File: src/rtl/score_pkg.sv
// Shared types and constants for the two-digit BCD score counter.
package score_pkg;

    typedef logic [3:0] bcd_t;

    localparam bcd_t       BCD_MAX   = 4'd9;
    localparam logic [7:0] SCORE_MAX = 8'h99;

    // Out-of-range codes fold back to 0 so a digit can never stay non-BCD.
    function automatic bcd_t bcd_inc(input bcd_t d);
        return (d >= BCD_MAX) ? 4'd0 : d + 4'd1;
    endfunction

endpackage

File: src/rtl/bcd_digit.sv
// One decade counter; chain via carry to build multi-digit BCD counts.
module bcd_digit
    import score_pkg::*;
(
    input  logic clk,
    input  logic reset,
    input  logic clr,
    input  logic en,
    input  logic hold,
    output bcd_t q,
    output logic carry
);

    always_ff @(posedge clk) begin
        if (!reset) begin
            q <= '0;
        end else if (clr) begin
            q <= '0;
        end else if (en && !hold) begin
            q <= bcd_inc(q);
        end
    end

    assign carry = en && (q == BCD_MAX);

endmodule

File: src/rtl/bcd_score_counter.sv
// Snake score counter: rising-edge event counting in BCD plus session high score.
module bcd_score_counter
    import score_pkg::*;
#(
    parameter int SATURATE = 1
) (
    input  logic clk,
    input  logic reset,
    input  logic inc,
    input  logic clr,
    output bcd_t ones,
    output bcd_t tens,
    output bcd_t hi_ones,
    output bcd_t hi_tens,
    output logic at_max,
    output logic new_high
);

    logic       inc_q;
    logic       inc_edge;
    logic       sat_hold;
    logic       count;
    logic       ones_carry;
    logic       tens_carry;
    logic [7:0] score_next;

    assign inc_edge = inc && !inc_q;
    assign sat_hold = (SATURATE != 0) && ({tens, ones} == SCORE_MAX);
    assign count    = inc_edge && !clr && !sat_hold;

    bcd_digit u_ones (
        .clk   (clk),
        .reset (reset),
        .clr   (clr),
        .en    (inc_edge),
        .hold  (sat_hold),
        .q     (ones),
        .carry (ones_carry)
    );

    bcd_digit u_tens (
        .clk   (clk),
        .reset (reset),
        .clr   (clr),
        .en    (ones_carry),
        .hold  (sat_hold),
        .q     (tens),
        .carry (tens_carry)
    );

    // Score the digits will hold after this edge, used for the high-score and max decode.
    always_comb begin
        score_next = {tens, ones};
        if (clr) begin
            score_next = 8'h00;
        end else if (count) begin
            score_next[3:0] = bcd_inc(ones);
            if (ones == BCD_MAX) begin
                score_next[7:4] = bcd_inc(tens);
            end
        end
    end

    // inc_q resets high so an inc held through reset release is not counted.
    always_ff @(posedge clk) begin
        if (!reset) begin
            inc_q    <= 1'b1;
            hi_ones  <= '0;
            hi_tens  <= '0;
            at_max   <= 1'b0;
            new_high <= 1'b0;
        end else begin
            inc_q    <= inc;
            at_max   <= (score_next == SCORE_MAX);
            new_high <= 1'b0;
            if (count && (score_next > {hi_tens, hi_ones})) begin
                hi_tens  <= score_next[7:4];
                hi_ones  <= score_next[3:0];
                new_high <= 1'b1;
            end
        end
    end

    logic unused_carry;
    assign unused_carry = tens_carry;

endmodule

File: config.mk
export PLATFORM = sky130hd
export DESIGN_NAME = bcd_score_counter
export DESIGN_NICKNAME = d
export VERILOG_FILES = /design/src/rtl/score_pkg.sv /design/src/rtl/bcd_digit.sv /design/src/rtl/bcd_score_counter.sv
export SDC_FILE = /design/constraint.sdc
export NUM_CORES = 1
export LEC_CHECK = 0
export CELL_PAD_IN_SITES_DETAIL_PLACEMENT = 1
export CELL_PAD_IN_SITES_GLOBAL_PLACEMENT = 2
export CORE_MARGIN = 2
export CORE_UTILIZATION = 35
export DETAILED_ROUTE_END_ITERATION = 8
export GPL_ROUTABILITY_DRIVEN = 0
export MAX_ROUTING_LAYER = met4
export PLACE_DENSITY = 0.84
export SETUP_SLACK_MARGIN = 0.4
export SKIP_LAST_GASP = 1
export SLEW_MARGIN = 20
export SYNTH_ARGS = -nofsm -noshare
export SYNTH_HDL_FRONTEND = slang
export SYNTH_HIERARCHICAL = 1
export SYNTH_SLANG_ARGS = --single-unit
export TNS_END_PERCENT = 20
File: constraint.sdc
create_clock -name clk -period 4.8 [get_ports clk]
set_input_delay 0.48 -clock clk [delete_from_list [all_inputs] [get_ports clk]]
set_output_delay 0.48 -clock clk [all_outputs]
set_load 0.01 [all_outputs]
==> metrics.md, run 1 <==
| Metric | Value |
|---|---|
| Status | complete, no violations |
| FF-to-FF path depth | 14 |
| CP peak stage delay | approximately 470 ps |
| Post-layout nets | 219 |
| Final Hold Slack | between 400 and 500 ps |
| Critical-path cell list | clkdlybuf4s50_1, nor2b_1, o21ai_1, nor2_1, nand4b_1, a21oi_1, ha_1, a21o_1, a21oi_1, o211ai_1, o21ai_2, a21o_2, mux2i_1 |
| Fin worst setup slack | 1160 ps |
| Layout area overhead | 20.7% |
| Syn Std Cell Area | approximately 1500 µm² |
| Max clock buf depth | 2 |
| Startpoint class of the critical path | input pin |
| Critical path launch point | inc |
| Endpoints failing hold | 0 |
| WP data required | 4990 ps |
| Hold WC Path Type | reg2reg |
| Site Rows | 23 |
| Final Max Slew Viols | 0 |
| Total core area | 4030 µm² |
| Final antenna-violating net count | 0 |
| Cell Area, Placed | 1740 µm² |
| MaxCap Viol Count | 0 |
| Rel. slew slack | 55.6% |
| Clk pwr share | between 30% and 40% |
| # diodes | 0 |
| Residual DRC count | 0 |
| Vias in the first global route | between 1000 and 1500 |
| CP max-delay cell | clkdlybuf4s50_1 |
| Hold path cells | 2 |
| Global route overflow | 0 |
| Kind of end point of the critical path | flip-flop |
| Most frequent CP cell | a21oi_1 |
| Die area | 4760 µm² |
| RSZ-0062 raised after global routing | no |
| Cts repair resizes | 0 |
| GRT Overall Usage | roughly 18% |
| Syn nets | 196 |
| Via-to-Cell Ratio | 5.28 |
| Initial core utilization | 36.7% |
| Mapped Avg Cell Area | 8.54 µm² |
| Die X-Extent | 69.0 µm |
| WL/cell | 14.7 µm |
| Clock skew | about 2.1 ps |
| Power Density | between 150 and 200 nW/µm² |
| Hold Crit Start | hi_ones[1] |
| Finished Layout Cells | between 200 and 250 |
| Final Power | 0.292 mW |
| CTS H-Tree Depth | 1 |
| Setup TNS | 0 ps |
| Final Instance Area | 1780 µm² |
| Pleak | 0.621 nW |
| Ys Warns | 6 |
| Final WL | 3610 µm |
| IO Count | 22 |
| DP HPWL | about 2800 µm |
| VDD IR-drop max | 0.105 mV |
| Placed cell count | approximately 240 |
| Iter 0 DRT Violations | 45 |
| P_sw | 0.0675 mW |
| Setup CP Type | in2reg |
| Clock buffer count from CTS | 3 |
| Actual slew at the worst max-slew pin | approximately 660 ps |
| FMAX | 275 MHz |
| Largest net degree at the start of global routing | 18 |
| Reg2Reg Launch Point | u_tens/q[1] |
| Arr. time, crit path | 3820 ps |
| Via count | around 1300 |
| Combinational share of power | 6.8% |
| Worst skew pair latency | 260 ps |
| First-pass GRT wire length | 6130 µm |
| Seq pwr share | 54.4% |
| Final worst path period share | about three quarters |
| Final core utilization | 44.3% |
| Post-CTS Setup Repair Bufs | 0 |
| Gate Count Post-Synth | 173 |
| CTS tree | yes |
| Setup WS pre-CTS | 930 ps |
| Worst-path clk slew | about 70 ps |
| Maximum fanout along the worst path | 9 |
| Clock sink count | 19 |
| Post-CTS Hold Buffers | 0 |
| Net Sw Frac | between 20% and 30% |
| I/O Buffers | 21 |
| Share of cells above drive strength 1 | 11.3% |
| # setup viols final | 0 |
| Pint | 0.225 mW |
| Min Tclk post-route | about 3600 ps |
| Die Y | slightly below 70 µm |
| Root buffer cell | clkbuf_8 |
| Initial antenna violation count | 0 |
| 1st-pass router iterations | 4 |
cell type report:
class,count,area (µm²)
fillers,491,2250
multi-input cells,134,1020
flip-flops and latches,19,380
repair buffers,21,210
inverters,17,63.8
well taps,50,62.6
clock buffers,4,45.0
final timing paths:
kind                                   end  slack [ps]
worst max register to register  hi_ones[3]        1370
worst min register to register  hi_ones[1]         480
worst min-delay path            hi_ones[1]         480
worst max-delay path            hi_ones[3]        1160
registers in the layout (all words and copies together) (netlist names):
name	cells
new_high	1
u_tens/q	4
inc_q	1
hi_tens	4
at_max	1
u_ones/q	4
hi_ones	4
critical path, delay by kind of cell:
family | cells | cell delay, ps
AOI/OAI and AO/OA | 7 | 1500
adders and majority gates | 1 | 310
and+or+nand+nor | 3 | 850
muxes | 1 | 190
buffers and inverters | 1 | 470
metal layers:
| layer | GRT usage, % | vias to the layer above | wire length [µm] |
|---|---|---|---|
| met2 | 33.2 | 15 | 1880 |
| met4 | 3.92 | 0 | 26 |
| met1 | 19.1 | 625 | 1620 |
| li1 | - | 650 | - |
| met3 | 3.90 | 4 | 89 |
| met5 | - | - | 0 |
power groups by stage:
stage | combinational, mW | sequential, mW | clock, mW
2_1_floorplan | 0.0130 | 0.163 | 0
3_3_place_gp | 0.0192 | 0.163 | 0
3_5_place_dp | 0.0200 | 0.163 | 0
4_1_cts | 0.0202 | 0.159 | 0.123
5_1_grt | 0.0221 | 0.159 | 0.128
6_report | 0.0198 | 0.159 | 0.114
cell usage in the layout, fill, tap and decap left out, types with 3 or more instances in the layout:
cell type	instances
mux2i_1	9
clkbuf_8	3
dfxtp_1	19
ha_1	19
nand3b_1	4
inv_1	17
nand2_1	21
clkdlybuf4s50_1	21
nor3b_1	3
nor2_1	19
a21oi_1	6
a21o_1	4
a41oi_1	3
nand3_1	4
(Power assumes the default switching activity.)
==> run 2: changes to the inputs <==
--- a/config.mk
+++ b/config.mk
@@ -8,11 +8,11 @@
 export CELL_PAD_IN_SITES_DETAIL_PLACEMENT = 1
 export CELL_PAD_IN_SITES_GLOBAL_PLACEMENT = 2
 export CORE_MARGIN = 2
-export CORE_UTILIZATION = 35
+export CORE_UTILIZATION = 29
 export DETAILED_ROUTE_END_ITERATION = 8
 export GPL_ROUTABILITY_DRIVEN = 0
 export MAX_ROUTING_LAYER = met4
-export PLACE_DENSITY = 0.84
+export PLACE_DENSITY = 0.74
 export SETUP_SLACK_MARGIN = 0.4
 export SKIP_LAST_GASP = 1
 export SLEW_MARGIN = 20
==> constraint.sdc (replaced) <==
create_clock -name clk -period 3.1 [get_ports clk]
set_input_delay 0.31 -clock clk [delete_from_list [all_inputs] [get_ports clk]]
set_output_delay 0.31 -clock clk [all_outputs]
set_load 0.01 [all_outputs]
==> run 2 against run 1 <==
  * Combinational power is 140% higher
  * Sequential cell count stayed put
  * Register-to-register slack worse by 1300 ps
  * Sequential power is 53% higher
  * Sequential share of layout area is 2.8 points lower
  * Final cell count is 19% higher
  * Worst hold slack worse by 5.6 ps
  * Power is 59% higher
  * First-iteration DRC count is 78% lower
  * Critical path depth is 2 higher
  * Clock skew is 3.3 ps higher
==> metrics.md, run 2 (same netlist as run 1, synthesis figures left out) <==
| Metric | Value |
|---|---|
| Status | complete, no violations |
| RSZ-0062 raised after global routing | yes |
| Initial core utilization | 30.7% |
| CP peak stage delay | ~480 ps |
| GRT Overall Usage | between 15 and 20% |
| WP data required | 3280 ps |
| Pint | between 0.3 and 0.4 mW |
| Largest net degree at the start of global routing | 18 |
| P_sw | 0.110 mW |
| Final Instance Area | 2140 µm² |
| # diodes | 0 |
| IO Count | 22 |
| Actual slew at the worst max-slew pin | 431 ps |
| Net Sw Frac | 23.6% |
| Post-layout nets | 249 |
| CTS tree | yes |
| Hold WC Path Type | reg2reg |
| Worst-path clk slew | 70 ps |
| Via count | between 1000 and 1500 |
| CTS H-Tree Depth | 1 |
| Final worst path period share | between 90% and 100% |
| Final Max Slew Viols | 0 |
| # setup viols final | 0 |
| Post-CTS Hold Buffers | 0 |
| Kind of end point of the critical path | flip-flop |
| Fill cells | about 590 |
| First-pass GRT wire length | 7270 µm |
| Die X-Extent | 75.4 µm |
| VDD IR-drop max | 0.144 mV |
| Min Tclk post-route | a little under 3000 ps |
| Clock sink count | 19 |
| Arr. time, crit path | 3170 ps |
| CP max-delay cell | clkdlybuf4s50_1 |
| Commonest non-fill, non-tap cell in the layout | buf_4 |
| Maximum fanout along the worst path | 5 |
| Global route overflow | 0 |
| Setup slack, reg-to-reg | 120 ps |
| Power Density | between 200 and 250 nW/µm² |
| Final antenna-violating net count | 0 |
| Cell Area, Placed | 1910 µm² |
| Total core area | 4820 µm² |
| Startpoint class of the critical path | input pin |
| Clock skew | 5.36 ps |
| WL/cell | 14.9 µm |
| DP HPWL | 3210 µm |
| Critical-path cell list | clkdlybuf4s50_1, nor2b_4, o21a_1, nor2_2, a31oi_1, nor2_2, ha_1, nor2b_4, o211ai_1, a21o_1, o211ai_1, o21ai_2, buf_6, a21oi_4, mux2i_1 |
| Initial antenna violation count | 0 |
| Site Rows | 25 |
| Final Power | approximately 0.47 mW |
| FMAX | approximately 340 MHz |
| Worst skew pair latency | 260 ps |
| Clock buffer count from CTS | 3 |
| Setup CP Type | in2reg |
| Endpoints failing hold | 0 |
| 1st-pass router iterations | 4 |
| Seq pwr share | 52.1% |
| Share of cells above drive strength 1 | 32.0% |
| Final Hold Slack | between 400 and 500 ps |
| Layout area overhead | 45.0% |
| I/O Buffers | 21 |
| MaxCap Viol Count | 0 |
| Combinational share of power | 10.0% |
| Iter 0 DRT Violations | 10 |
| Via-to-Cell Ratio | 4.82 |
| Die area | approximately 5700 µm² |
| Final WL | 4350 µm |
| Rel. slew slack | 71.2% |
| Max clock buf depth | 2 |
| Clk pwr share | 37.9% |
| Die Y | 75.4 µm |
| Commonest cells after routing, fill and taps aside | buf_4, nand2_1, clkdlybuf4s50_1, nor2_1, ha_1 |
| Root buffer cell | clkbuf_8 |
| Vias in the first global route | ~1500 |
| Pleak | about 0.80 nW |
| Residual DRC count | 0 |
-- run 2: cell types whose count changed in the layout (fill, tap and decap cells not counted), sizes merged --
cell,previous run,this run
buf,0,30
-- run 2: repair_timing --
item / 4_1_cts / 5_1_grt
setup endpoints to repair: 9 / 9
buffers inserted: 13 / 2
resized for setup: 14 / 6
pin swaps: 12 / 6
-- run 2: worst paths after layout --
check                                  from         end  cells past startpoint
worst max-delay path                    inc  hi_tens[1]                     15
worst min-delay path             hi_tens[2]  hi_tens[2]                      2
worst max register to register  u_ones/q[0]  hi_tens[1]                     16
worst min register to register   hi_tens[2]  hi_tens[2]                      2
-- run 2: worst max-delay path, delay by kind of cell --
kind	cells	cell delay [ps]
buffers and inverters	2	610
multiplexers	1	220
adder cells (fa/ha/maj)	1	320
AO/OA/AOI/OAI	7	1280
AND/OR/NAND/NOR	4	420
-- run 2: final cells by class --
type                    instances  area (µm²)  area share (%)
clock buffers                   4        45.0            2.10
inverters                      17        68.8            3.21
multi-input cells             134        1100            51.6
flip-flops and latches         19         397            18.5
well taps                      67        83.8            3.91
repair buffers                 51         443            20.7
-- run 2: routing by layer --
layer,track usage (%),wire length (µm)
met5,-,0
met4,2.73,31
met3,2.91,91
met2,31.6,2350
met1,19.3,1880
-- run 2: power groups by stage --
| stage | registers (mW) | logic [mW] | clock network [mW] |
|---|---|---|---|
| 4_1_cts | 0.243 | 0.0448 | 0.183 |
| 6_report | 0.243 | 0.0467 | 0.177 |
| 3_3_place_gp | 0.248 | 0.0376 | 0 |
| 5_1_grt | 0.243 | 0.0504 | 0.191 |
| 3_5_place_dp | 0.248 | 0.0387 | 0 |
| 2_1_floorplan | 0.249 | 0.0207 | 0 |
-- run 2: through the flow --
stage	setup WS (ps)	util, %	std cells	setup TNS [ps]
final	117	44.5	292	0
after global routing	-117	44.5	292	-505
after CTS	183	43.7	290	0
after detailed placement	-261	39.6	273	-2010
after global placement	-125	39.6	273	-862
after floorplan	350	-	173	0
